<file path="config.mk">
export PLATFORM = sky130hd
export DESIGN_NAME = dual_fetch_queue
export DESIGN_NICKNAME = d
export VERILOG_FILES = /design/src/rtl/dual_fetch_queue.sv
export SDC_FILE = /design/constraint.sdc
export NUM_CORES = 2
export LEC_CHECK = 0
export ABC_AREA = 0
export BUFFER_PORTS_ARGS = -buffer_cell sky130_fd_sc_hd__buf_4
export CAP_MARGIN = 20
export CORE_MARGIN = 3
export CORE_UTILIZATION = 50
export CTS_CLUSTER_SIZE = 25
export DETAILED_ROUTE_END_ITERATION = 7
export PLACE_DENSITY = 0.73
export SLEW_MARGIN = 20
export SYNTH_ARGS = -nofsm -noshare
export SYNTH_HDL_FRONTEND = slang
export SYNTH_SLANG_ARGS = --single-unit
</file>
<file path="constraint.sdc">
create_clock -name clk -period 8.3 [get_ports clk]
set_input_delay 0.415 -clock clk [delete_from_list [all_inputs] [get_ports clk]]
set_output_delay 0.415 -clock clk [all_outputs]
set_load 0.02 [all_outputs]
</file>
<file path="src/rtl/dual_fetch_queue.sv">
// Two-wide instruction fetch queue: fetches pc/pc+4 each cycle into a circular
// buffer and presents the two oldest entries to the dual decoders.
module dual_fetch_queue #(
  parameter int unsigned DEPTH    = 8,
  parameter logic [63:0] RESET_PC = 64'h0
) (
  input  logic                    clk,
  input  logic                    rst_n,
  output logic [63:0]             imem_addr0,
  output logic [63:0]             imem_addr1,
  input  logic [31:0]             imem_data0,
  input  logic [31:0]             imem_data1,
  input  logic                    redirect_valid,
  input  logic [63:0]             redirect_pc,
  input  logic [1:0]              deq_count,
  output logic                    out_valid0,
  output logic                    out_valid1,
  output logic [31:0]             out_instr0,
  output logic [31:0]             out_instr1,
  output logic [63:0]             out_pc0,
  output logic [63:0]             out_pc1,
  output logic [$clog2(DEPTH):0]  occupancy
);
  localparam int unsigned PW = $clog2(DEPTH);
  localparam int unsigned CW = PW + 1;

  logic [63:0]   pc;
  logic [PW-1:0] head, tail, head1, tail1;
  logic [CW-1:0] count, count_next;
  logic [31:0]   instr [DEPTH];
  logic [63:0]   epc   [DEPTH];
  logic          fetch_en;
  logic [1:0]    deq_req, deq_eff;
  logic          unused_pc_lsbs;

  // Fetch space is judged on the start-of-cycle count; a same-cycle pop does not help.
  always_comb begin
    fetch_en       = (CW'(DEPTH) - count) >= CW'(2);
    deq_req        = (deq_count == 2'd3) ? 2'd2 : deq_count;
    deq_eff        = (count < CW'(deq_req)) ? count[1:0] : deq_req;
    count_next     = count + (fetch_en ? CW'(2) : '0) - CW'(deq_eff);
    head1          = head + PW'(1);
    tail1          = tail + PW'(1);
    unused_pc_lsbs = ^redirect_pc[1:0];
  end

  always_ff @(posedge clk or negedge rst_n) begin
    if (!rst_n) begin
      pc    <= RESET_PC;
      head  <= '0;
      tail  <= '0;
      count <= '0;
    end else if (redirect_valid) begin
      pc    <= {redirect_pc[63:2], 2'b00};
      head  <= '0;
      tail  <= '0;
      count <= '0;
    end else begin
      head  <= head + PW'(deq_eff);
      count <= count_next;
      if (fetch_en) begin
        tail <= tail + PW'(2);
        pc   <= pc + 64'd8;
      end
    end
  end

  // Entry storage needs no reset: slots beyond count are masked on the outputs.
  always_ff @(posedge clk) begin
    if (!redirect_valid && fetch_en) begin
      instr[tail]  <= imem_data0;
      epc[tail]    <= pc;
      instr[tail1] <= imem_data1;
      epc[tail1]   <= pc + 64'd4;
    end
  end

  always_comb begin
    imem_addr0 = pc;
    imem_addr1 = pc + 64'd4;
    occupancy  = count;
    out_valid0 = count >= CW'(1);
    out_valid1 = count >= CW'(2);
    out_instr0 = out_valid0 ? instr[head]  : '0;
    out_pc0    = out_valid0 ? epc[head]    : '0;
    out_instr1 = out_valid1 ? instr[head1] : '0;
    out_pc1    = out_valid1 ? epc[head1]   : '0;
  end
endmodule
</file>
==> results.toml <==
[outcome]
status = "finished clean"

[clock_network]
post_cts_buffers = 0
clockBufferDepth = 3
clkTransAtPathRegs_ns = 0.06
clkSinkCount = 823
h-tree-depth = 3
ctsResizeCount = 0
cts_tree = "yes"
postCtsHoldBufs = 52
ctsRootBufferMaster = "clkbuf_16"
clk_latency_ns = 0.65
cts_inserted_buffers = 88

[floorplan]
die_area_um2 = 95600
start_util_pct = 50.7
die_h_um = 309
core_um2 = 90600
rows = 110
io_pins = 459
die_w_um = 309

[timing]
worst_pin_slew_ns = 1.18
hold_viol = 0
fmax_mhz = 200
slew_headroom_pct = 21.6
finClkSkew_ns = 0.0239
finalSetupViolCount = 0
period_needed_ns = 5.01
slew_viol_final = 0
fin_crit_sh_pct = 60.3
fin_tns_setup_ns = 0
rsz0062_at_grt = "false"

[detailed_routing]
drt-vias-per-instance = 6.29
first_pass_iters = 6
wl_per_cell_um = 27.6
final_antenna_net_count = 0
vias = 32100
wl_um = 141000
drtIter0Drc = 3456
post-route-drc-count = 0

[logic_synthesis]
yosysSeqAreaShare_pct = 53.0
ys.warnings.count = 0
yosys.area.top_type = "edfxtp_1"
synth-edff-count = 752
synth.avg_cell_area_um2 = 12.4
ys_types = 60
netlist_area_um2 = 46000
synth_cells = 3701
netlist.area_leader.share_pct = 49.1
async_flop_share_pct = 8.63
synth_ff_type = "edfxtp_1"
ys_ff_latch = 823
yosys-top-cells-area = "edfxtp_1 (49%), mux4_2 (18%), nand2_1 (6.1%)"

[layout]
drive_above_1_share_pct = 26.9
multi_input_area_um2 = 19700
fillers = 7032
regArea_um2 = 24400
area_delta_synth_final_pct = 15.4
utilization_pct = 58.6
final_cell_mix = "edfxtp_1 (752), nand2_1 (743), buf_4 (497), mux4_2 (376), nor2_1 (240)"
nets = 4007
final_common_cell = "edfxtp_1"

[global_routing]
grtUsageTotal_pct = 29.2
grt_pass1_vias = 32000
grt_max_degree = 140
grt_pass1_wl_um = 206000
antenna_found_initial = 7
overflow = 0

[placed_design]
gp_congestion = 0.915
portBuffers = 448
hpwl_um = 87900

[setup_path]
crit_path_start_kind = "flip-flop"
critPathCaptureType = "primary output"
required_ns = 7.89
arrival_ns = 4.59
worstSetupPathType = "flip-flop to primary output"
cp_max_fo = 17

[pwr]
peakVddDrop_uv = 368
power.leakage_nw = 18.3
p_per_area_nw_per_um2 = 367

[hold_path]
hold_path.class = "primary input to flip-flop"

[run]
maxCapViolCount = 0
## synthesized netlist by cell type (2+ instances only)
library cell and n:
a21o_1 4, a21oi_1 99, a311o_1 3, a31o_2 3
a31oi_1 32, and2_1 6, and3_1 18, and4_1 12
buf_1 85, buf_2 14, buf_4 10, clkbuf_1 393
clkinv_1 7, dfrtp_1 71, edfxtp_1 752, fa_1 3
ha_1 18, inv_1 16, inv_2 6, mux2i_1 95
mux4_2 376, nand2_1 743, nand2b_1 3, nand3_1 63
nand4_1 52, nand4_2 3, nand4b_1 3, nor2_1 240
nor2b_1 5, nor3_1 75, nor3b_1 2, nor4_1 25
o2111ai_1 3, o211ai_1 7, o21ai_0 34, o311ai_0 3
o31ai_1 18, o41ai_1 4, or2_2 5, or3_1 18
or4_1 27, or4b_2 2, xnor2_1 189, xor2_1 138
## cell type report
cell class / count / share of cell area [%]
antenna: 7 / 0.0330
clock buffer: 123 / 4.63
clock inverter: 42 / 0.917
inverter: 29 / 0.257
multi-input combinational: 2353 / 37.1
sequential: 823 / 45.9
tap: 1176 / 2.77
timing repair buffer: 558 / 8.37
## sequential cells by signal, indices dropped and copies added (netlist names)
register	flops
occupancy	4
instr	256
head	3
epc	496
imem_addr0	62
tail	2
## routing by layer
| metal | global-route usage [%] | part of all wire, % | up-vias |
|---|---|---|---|
| met5 | 0 | 0.040 | - |
| li1 | - | - | 13800 |
| met4 | 11.7 | 4.3 | 8 |
| met3 | 7.75 | 11 | 349 |
| met1 | 37.9 | 37 | 16100 |
| met2 | 47.2 | 48 | 1855 |
## power by group
| group | leakage (nW) | internal, mW | total (mW) | switching (mW) |
|---|---|---|---|---|
| Combinational | 9.18 | 3.76 | 9.27 | 5.51 |
| Sequential | 7.71 | 5.56 | 6.15 | 0.586 |
| Clock | 1.45 | 2.36 | 4.03 | 1.67 |
## critical path, stage by stage, from the launching register on
cell and delay (ns):
dfrtp_1 0.84, nand4_1 0.71, nor4_1 1.02, nand4_1 0.72, xnor2_1 0.46, buf_4 0.20
## path summary, 6_finish.rpt
| check | start | to | slack, ns | cells past startpoint |
|---|---|---|---|---|
| min | redirect_pc[43] | imem_addr0[43] | 0.03 | 3 |
| max in group asynchronous | rst_n | head[2] | 6.86 | 3 |
| min reg2reg | tail[2] | tail[2] | 0.59 | 2 |
| min in group asynchronous | rst_n | imem_addr0[35] | 0.25 | 2 |
| max | imem_addr0[29] | imem_addr1[44] | 3.29 | 5 |
| max reg2reg | occupancy[1] | epc[3][5] | 3.98 | 9 |
## metrics by stage
stage	worst slack [ns]	instance area, um^2	cells	hold WS [ns]	power (mW)
6_report	3.29	53000	5111	0.0315	19.4
5_1_grt	3.19	53000	5104	0.0139	20.3
4_1_cts	3.17	53000	5102	0.00287	19.5
3_5_place_dp	3.87	49500	4885	0.378	15.5
3_3_place_gp	3.93	49500	4885	0.376	15.3
2_1_floorplan	0.708	46000	3708	0.119	12.0
## logic make-up after synthesis
kind of cell / after synthesis / share of synthesized area, %
other: 1 / 0.00816
buffers and inverters: 532 / 4.47
XOR/XNOR: 327 / 6.23
flip-flops: 823 / 53.0
multiplexers: 471 / 20.5
adder cells (fa/ha/maj): 21 / 0.621
AO/OA/AOI/OAI: 218 / 2.82
AND/OR/NAND/NOR: 1308 / 12.3
No activity file was read; power rests on OpenSTA's default activity.
